File: src/rtl/fb_pkg.sv
// Shared framebuffer types and helpers: fetch FSM state encoding and the
// address-width function used to size framebuffer address ports.
package fb_pkg;

  typedef enum logic [1:0] {
    IDLE  = 2'd0,
    FETCH = 2'd1,
    DRAIN = 2'd2
  } fetch_state_t;

  function automatic int fb_addr_w(input int width, input int height);
    return (width * height > 1) ? $clog2(width * height) : 1;
  endfunction

endpackage

File: src/rtl/pipe_delay.sv
// Fixed-depth register delay line with asynchronous reset and a synchronous
// flush, used to align the address-valid strobe with framebuffer read data.
module pipe_delay #(
  parameter int DEPTH = 1,
  parameter int WIDTH = 1
) (
  input  logic             clk_pix,
  input  logic             rst_pix,
  input  logic             clr,
  input  logic [WIDTH-1:0] din,
  output logic [WIDTH-1:0] dout
);

  logic [WIDTH-1:0] vld_p [DEPTH];

  always_ff @(posedge clk_pix or posedge rst_pix) begin
    if (rst_pix) begin
      for (int i = 0; i < DEPTH; i++) vld_p[i] <= '0;
    end else if (clr) begin
      for (int i = 0; i < DEPTH; i++) vld_p[i] <= '0;
    end else begin
      vld_p[0] <= din;
      for (int i = 1; i < DEPTH; i++) vld_p[i] <= vld_p[i-1];
    end
  end

  assign dout = vld_p[DEPTH-1];

endmodule

File: src/rtl/fb_line_fetch.sv
// Copies one framebuffer row into the linebuffer at the start of every
// SCALE-th active display line, so each stored row is shown SCALE times.
module fb_line_fetch
  import fb_pkg::*;
#(
  parameter int CORDW     = 16,
  parameter int FB_WIDTH  = 160,
  parameter int FB_HEIGHT = 120,
  parameter int SCALE     = 4,
  parameter int DATAW     = 4,
  parameter int BRAM_LAT  = 1
) (
  input  logic                                       clk_pix,
  input  logic                                       rst_pix,
  input  logic signed [CORDW-1:0]                    sy,
  input  logic                                       frame,
  input  logic                                       line,
  output logic [fb_addr_w(FB_WIDTH, FB_HEIGHT)-1:0]  fb_addr,
  input  logic [DATAW-1:0]                           fb_data,
  output logic                                       lb_en_in,
  output logic [DATAW-1:0]                           lb_data,
  output logic                                       busy,
  output logic                                       err_overrun
);

  localparam int ADDRW = fb_addr_w(FB_WIDTH, FB_HEIGHT);
  localparam int XW    = (FB_WIDTH > 1) ? $clog2(FB_WIDTH) : 1;
  localparam int RW    = $clog2(FB_HEIGHT + 1);
  localparam int SW    = (SCALE > 1) ? $clog2(SCALE) : 1;
  localparam int DW    = (BRAM_LAT > 1) ? $clog2(BRAM_LAT) : 1;

  localparam logic signed [CORDW-1:0] SY_END   = CORDW'(FB_HEIGHT * SCALE);
  localparam logic [XW-1:0]           X_LAST   = XW'(FB_WIDTH - 1);
  localparam logic [SW-1:0]           S_LAST   = SW'(SCALE - 1);
  localparam logic [RW-1:0]           ROW_END  = RW'(FB_HEIGHT);
  localparam logic [ADDRW-1:0]        ROW_STEP = ADDRW'(FB_WIDTH);
  localparam logic [DW-1:0]           D_LAST   = DW'(BRAM_LAT - 1);

  fetch_state_t     state, state_nxt;
  logic [XW-1:0]    x_cnt;
  logic [RW-1:0]    row;
  logic [SW-1:0]    scale;
  logic [ADDRW-1:0] row_base;
  logic [DW-1:0]    drain_cnt;

  logic sy_in_range;
  logic fetch_req;
  logic last_x;
  logic drain_done;
  logic addr_vld;

  assign sy_in_range = !sy[CORDW-1] && (sy < SY_END);
  // Rows past the bottom of the framebuffer are never requested.
  assign fetch_req   = line && !frame && sy_in_range && (scale == '0) && (row < ROW_END);
  assign last_x      = (x_cnt == X_LAST);
  assign drain_done  = (drain_cnt == D_LAST);

  always_ff @(posedge clk_pix or posedge rst_pix) begin
    if (rst_pix) state <= IDLE;
    else         state <= state_nxt;
  end

  always_comb begin
    state_nxt = state;
    busy      = 1'b0;
    addr_vld  = 1'b0;
    if (frame) begin
      state_nxt = IDLE;
    end else begin
      case (state)
        IDLE:    if (fetch_req)  state_nxt = FETCH;
        FETCH:   if (last_x)     state_nxt = DRAIN;
        DRAIN:   if (drain_done) state_nxt = IDLE;
        default: state_nxt = IDLE;
      endcase
    end
    case (state)
      FETCH: begin
        busy     = 1'b1;
        addr_vld = 1'b1;
      end
      DRAIN:   busy = 1'b1;
      default: busy = 1'b0;
    endcase
  end

  // Address generation, row/scale bookkeeping and overrun flag
  always_ff @(posedge clk_pix or posedge rst_pix) begin
    if (rst_pix) begin
      fb_addr     <= '0;
      x_cnt       <= '0;
      row         <= '0;
      row_base    <= '0;
      scale       <= '0;
      drain_cnt   <= '0;
      err_overrun <= 1'b0;
    end else if (frame) begin
      fb_addr   <= '0;
      x_cnt     <= '0;
      row       <= '0;
      row_base  <= '0;
      scale     <= '0;
      drain_cnt <= '0;
    end else begin
      if (line && sy_in_range) scale <= (scale == S_LAST) ? '0 : scale + SW'(1);
      if (fetch_req && busy)   err_overrun <= 1'b1;
      case (state)
        IDLE: begin
          if (fetch_req) begin
            fb_addr <= row_base;
            x_cnt   <= '0;
          end
        end
        FETCH: begin
          if (last_x) begin
            row       <= row + RW'(1);
            row_base  <= row_base + ROW_STEP;
            drain_cnt <= '0;
          end else begin
            fb_addr <= fb_addr + ADDRW'(1);
            x_cnt   <= x_cnt + XW'(1);
          end
        end
        DRAIN:   drain_cnt <= drain_cnt + DW'(1);
        default: ;
      endcase
    end
  end

  // Valid delay matching the framebuffer read latency
  pipe_delay #(
    .DEPTH (BRAM_LAT),
    .WIDTH (1)
  ) u_vld_pipe (
    .clk_pix (clk_pix),
    .rst_pix (rst_pix),
    .clr     (frame),
    .din     (addr_vld),
    .dout    (lb_en_in)
  );

  assign lb_data = fb_data;

endmodule

File: config.mk
export PLATFORM = sky130hd
export DESIGN_NAME = fb_line_fetch
export DESIGN_NICKNAME = d
export VERILOG_FILES = /design/src/rtl/fb_pkg.sv /design/src/rtl/pipe_delay.sv /design/src/rtl/fb_line_fetch.sv
export SDC_FILE = /design/constraint.sdc
export NUM_CORES = 1
export LEC_CHECK = 0
export BUFFER_PORTS_ARGS = -buffer_cell sky130_fd_sc_hd__buf_2
export CAP_MARGIN = 20
export CORE_MARGIN = 2
export CORE_UTILIZATION = 51
export DETAILED_ROUTE_END_ITERATION = 10
export PLACE_DENSITY = 0.76
export REMOVE_ABC_BUFFERS = 1
export SKIP_LAST_GASP = 1
export SYNTH_ARGS = -nofsm -noshare
export SYNTH_HDL_FRONTEND = slang
export SYNTH_HIERARCHICAL = 1
export SYNTH_SLANG_ARGS = --single-unit
export TNS_END_PERCENT = 100
File: constraint.sdc
create_clock -name clk_pix -period 2 [get_ports clk_pix]
set_input_delay 0.1 -clock clk_pix [delete_from_list [all_inputs] [get_ports clk_pix]]
set_output_delay 0.1 -clock clk_pix [all_outputs]
set_load 0.01 [all_outputs]
==> results of run 1 <==
## cell type report
class / instances / share of cell area
clock buffer: 5 / 0.0197
clock inverter: 3 / 0.00430
inverter: 14 / 0.0150
multi-input combinational: 238 / 0.460
sequential: 47 / 0.337
tap: 72 / 0.0258
timing repair buffer: 70 / 0.139
## critical path, cell delays in order, from the launching register on
cell     delay [ps]
dfrtp_1         410
ha_2            210
nand4_1         140
or4b_4          530
o211a_1         250
a41oi_1         160
a31oi_1         100
## layout by cell type, fill, tap and decap left out, drive strengths merged, types with 2 or more instances in the layout
cell / n
xnor2: 8
nor4: 5
o32ai: 2
nor2b: 3
or3: 7
nor2: 25
nand2: 30
clkinv: 3
o41ai: 2
buf: 69
a21oi: 21
xor2: 5
nand3: 19
inv: 14
o211ai: 3
and4: 2
a31oi: 11
o21ai: 26
mux2i: 2
a41oi: 3
clkbuf: 5
dfrtp: 47
a31o: 3
and3: 5
ha: 10
nand4: 13
nor4b: 2
nor3: 9
or4: 6
## state kept, by name, summed over array words and instances, names as in the netlist
register and flops:
fb_addr 15, row_base 10, x_cnt 8, row 7, scale 2, state 2, drain_cnt 1, err_overrun 1
u_vld_pipe/dout 1
## stage by stage
stage          TNS (ps)  setup slack [ps]  total power, mW  instance area (um2)  std cells
6_report              0              70.9             1.58                 3490        449
5_1_grt           -13.6             -13.6             1.66                 3490        449
4_1_cts               0              7.29             1.60                 3410        445
3_5_place_dp      -10.1             -10.1             1.04                 3300        436
3_3_place_gp          0              63.5             1.04                 3300        436
2_1_floorplan     -9450              -483            0.992                 2770        299
## cells by family (layout without fill, tap and decap cells)
| group | after synthesis | in the layout | share of synthesized area |
|---|---|---|---|
| simple gates | 133 | 133 | 0.264 |
| compound gates | 79 | 79 | 0.176 |
| flops | 47 | 47 | 0.410 |
| buf+inv | 37 | 92 | 0.0553 |
| xor+xnor | 13 | 13 | 0.0397 |
| fa+ha+maj | 10 | 10 | 0.0436 |
| mux | 3 | 3 | 0.0109 |
## power breakdown
part	internal [mW]	switching (mW)
logic	0.0232	0.0492
registers	0.949	0.000155
clock network	0.240	0.319
total	1.21	0.368
## metal layers
layer | vias up | routed length [um] | GRT usage
li1 | 1282 | - | -
met2 | 98 | 3410 | 0.367
met5 | - | 0 | 0
met3 | 7 | 381 | 0.0443
met1 | 1307 | 3120 | 0.334
met4 | 0 | 79 | 0.0741
## final timing paths
check	startpoint	endpoint	slack [ps]	cells past startpoint
worst max-delay path	fb_addr[1]	fb_addr[14]	70	6
worst min register to register	err_overrun	err_overrun	480	1
worst max register to register	fb_addr[1]	fb_addr[14]	70	6
max in group asynchronous	rst_pix	row[4]	1140	4
min in group clk_pix	fb_data[2]	lb_data[2]	200	0
worst min-delay path	rst_pix	u_vld_pipe/dout	170	3
## what timing repair did
action	4_1_cts	5_1_grt
gates resized for setup	3	11
buffers inserted	0	4
endpoints found under the hold margin	21	0
setup endpoints to repair	3	26
hold buffers	1	0
pin swaps	0	1
==> summary.txt, run 1 <==
DIE HEIGHT: 79.0 um
Root Driver: clkbuf_8
Primary FF master, synth: dfrtp_1
Top Ports: 46
Vias/cell: 6.00
WL per Instance: 15.6 um
most common cell in the netlist: dfrtp_1
HP Class: input port to asynchronous set/reset pin
crit path DAT: 2100 ps
Syn Inst Count: 322
status: finished, final reports clean
crit-path max FO: 4
Sequential Area: 1180 um2
top cell type's share of synthesized area: 0.410
total grt overflow: 0
first-pass GRT wire length: 11600 um
CP required: 2170 ps
peak supply drop: 0.236 mV
Antenna diodes: 0
Longest Clk Path Bufs: 2
Post-route DRC: 0
Final Hold Viols: 0
area taken by multi-input logic gates: 1610 um2
GRT Util Overall: 0.236
WL final: 6980 um
critical path class: register to register
Avg Cell Area, Syn: 8.92 um2
row count: 27
yosys warns: 6
CTS tree: built
Worst setup EP type: register
top cell type by total area after synthesis: dfrtp_1
Max Clock Skew: 9.44 ps
hold slack: 171 ps
die area: 6250 um2
H-tree depth: 2
synth unique cells: 52
GP Congestion: 0.869
LEAKAGE: 1.54 nW
CTS sink count: 47
port buffer count: 32
Seq/Total Area, Yosys: 0.410
Mapped Area: 2870 um2
Tcrit/Tclk final: 0.965
fillcell total: 467
Max Freq: 0.518 GHz
antenna violations before repair: 0
largest net degree at the start of global routing: 29
Post-synth ARST share: 1.00
Power Density: 453 nW/um2
Slew headroom: 0.680
final setup fails: 0
share of post-route cells with drive strength above 1: 0.271
dpl hpwl: 4990 um
Core ar.: 5470 um2
Max Slew Vio Count: 0
worst skew pair latency: 310 ps
Yosys reg bits: 47
first-pass iteration count of the detailed router: 5
Final nets: 410
Slew @ Worst Pin: 479 ps
EDFF count, synth: 0
final critical-path required period: 1930 ps
Final ANT Viol Nets: 0
max-cap violation count: 0
synth top area cells: dfrtp_1, o21ai_0, ha_1
Worst-path clk slew: 80 ps
Initial DRC Count: 234
Vias: 2694
die width: 79.0 um
vias in the first global route: 2413
Final Core Density: 0.638
Critical Path Source Type: register
Num CTS Buffers: 5
most common library cells after synthesis: dfrtp_1, nand2_1, o21ai_0
Initial Util: 0.525
Synth-to-Final Area Change: 21.7%
Note: power is estimated with default switching activity, not from simulation.
==> run 2, diff against run 1 <==
- CELL_PAD_IN_SITES_DETAIL_PLACEMENT: default -> 0
- CELL_PAD_IN_SITES_GLOBAL_PLACEMENT: default -> 1
- CORE_UTILIZATION: 51 -> 39
- PLACE_DENSITY: 0.76 -> default
- PLACE_DENSITY_LB_ADDON: default -> 0.1
==> summary.txt, run 2 (synthesized netlist as in run 1, its figures left out) <==
Synth-to-Final Area Change: 23.9%
uppermost layer routed: met4
Antenna diodes: 0 (unchanged)
die width: 89.8 um (+14%)
Slowest Stage Delay on Critical Path: 460 ps (-70 ps)
Max Freq: 0.523 GHz (+0.80%)
crit-path max FO: 10 (+6)
peak supply drop: 0.265 mV (+12%)
critical path class: register to register
fillcell total: 725 (+55%)
met2 wire len: 3390 um (-0.44%)
Max Slew Vio Count: 0 (unchanged)
flip-flop count of the largest register after layout: 15 (unchanged)
share of post-route cells with drive strength above 1: 0.283 (+0.0126)
dpl hpwl: 5420 um (+8.7%)
port buffer count: 32 (unchanged)
LEAKAGE: 1.55 nW (+0.67%)
most frequent cells in the layout: dfrtp_1, buf_4, buf_2
Final Core Density: 0.496 (-0.142)
Slew @ Worst Pin: 546 ps (+67.0 ps)
Worst setup EP type: register
Final ANT Viol Nets: 0 (unchanged)
Top Ports: 46 (unchanged)
commonest non-fill, non-tap cell in the layout: dfrtp_1
crit path DAT: 2140 ps (+40 ps)
antenna violations before repair: 0 (unchanged)
wire length on met3: 147 um (-61%)
final setup fails: 0 (unchanged)
met1 WL: 3820 um (+23%)
vias in the first global route: 2476 (+2.6%)
row count: 31 (+15%)
largest net degree at the start of global routing: 25 (-14%)
Core ar.: 7180 um2 (+31%)
WL final: 7440 um (+6.5%)
Slew headroom: 0.636 (-0.0448)
Initial Util: 0.400 (-0.125)
GRT Util Overall: 0.193 (-0.0430)
Initial DRC Count: 82 (-65%)
Root Driver: clkbuf_8
Max Clock Skew: 12.7 ps (+3.23 ps)
Final nets: 418 (+2.0%)
status: finished, final reports clean
WL per Instance: 15.4 um (-1.2%)
total grt overflow: 0 (unchanged)
non-filler instance count after layout: 484 (+7.8%)
HP Class: input port to register
Vias/cell: 5.44 (-9.3%)
first-pass GRT wire length: 12700 um (+8.8%)
largest reg by FF count: fb_addr
Worst-path clk slew: 100 ps (+20 ps)
biggest regs: fb_addr: 15 flops, row_base: 10 flops, x_cnt: 8 flops
CP required: 2230 ps (+60 ps)
Power Density: 450 nW/um2 (-0.66%)
worst skew pair latency: 310 ps (about the same)
setup repair after global routing missed its margin: yes
Longest Clk Path Bufs: 2 (unchanged)
GP Congestion: 0.803 (-7.5%)
max-cap violation count: 0 (unchanged)
placed cell count: 472 (+8.3%)
CTS tree: built
DIE HEIGHT: 89.8 um (+14%)
H-tree depth: 2 (unchanged)
Final Hold Viols: 0 (unchanged)
first-pass iteration count of the detailed router: 6 (+1)
slowest CP cell: or4_1
Critical Path Source Type: register
Vias: 2633 (-2.3%)
cell breakdown of the critical path: inv_1 > ha_1 > buf_4 > inv_1 > a2bb2oi_2 > buf_4 > or4_1 > a31oi_1
Tcrit/Tclk final: 0.957 (-0.00767)
Post-route DRC: 0 (unchanged)
die area: 8060 um2 (+29%)
CTS sink count: 47 (unchanged)
Num CTS Buffers: 5 (unchanged)
final critical-path required period: 1910 ps (-15.3 ps)
run 2: cell types whose count changed in the layout (fill, tap and decap cells not counted), moves of 2 or more:
| cell | change |
|---|---|
| ha_2 | -2 |
| ha_1 | +3 |
| nor4_2 | +2 |
| buf_4 | +9 |
run 2: layout make-up:
class                   instances  area (um2)  area share
flip-flops and latches         47        1180       0.331
multi-input cells             238        1590       0.446
clock buffers                   5        68.8      0.0193
inverters                      14        52.6      0.0148
well taps                      99         124      0.0348
clock inverters                 3        15.0     0.00422
repair buffers                 78         533       0.150
run 2: per-stage QoR:
| stage | cell area, um2 | setup slack [ps] | setup TNS, ps | hold slack [ps] | power (mW) |
|---|---|---|---|---|---|
| 6_report | 3560 | 86.3 | 0 | 120 | 1.60 |
| 5_1_grt | 3560 | -4.88 | -4.88 | 108 | 1.67 |
| 4_1_cts | 3480 | -14.8 | -45.1 | 113 | 1.63 |
| 3_5_place_dp | 3390 | 37.2 | 0 | -46.7 | 1.05 |
| 3_3_place_gp | 3390 | 44.9 | 0 | -49.6 | 1.04 |
| 2_1_floorplan | 2770 | -483 | -9450 | -171 | 0.992 |
run 2: path summary, 6_finish.rpt:
check	to	slack (ps)	from	cells past startpoint
max reg2reg	x_cnt[7]	90	state[0]	8
min in group asynchronous	u_vld_pipe/dout	180	rst_pix	3
max	x_cnt[7]	90	state[0]	8
min	u_vld_pipe/dout	120	frame	2
min reg2reg	err_overrun	470	err_overrun	1
max in group asynchronous	scale[0]	1090	rst_pix	4
run 2: power breakdown:
group	switching, mW	total [mW]	leakage [nW]	internal (mW)
Clock	0.334	0.575	0.0477	0.240
Sequential	0.000197	0.950	0.655	0.950
Combinational	0.0506	0.0751	0.846	0.0245
run 2: timing repair:
action,4_1_cts,5_1_grt
endpoints found under the hold margin,24,0
setup buffers,0,3
pin swaps,0,2
setup endpoints to repair,4,27
hold buffers,1,0
resized for setup,0,10
run 2: worst max-delay path: cells and delay by family (launching register included):
kind / cells / cell delay (ps)
compound gates: 2 / 280
fa+ha+maj: 1 / 220
buf+inv: 4 / 480
flops: 1 / 400
simple gates: 1 / 460
run 2: metal layers:
metal | up-vias | track usage
met5 | - | 0
met4 | 0 | 0.0538
met3 | 5 | 0.0293
met2 | 35 | 0.293
met1 | 1293 | 0.287
li1 | 1300 | -
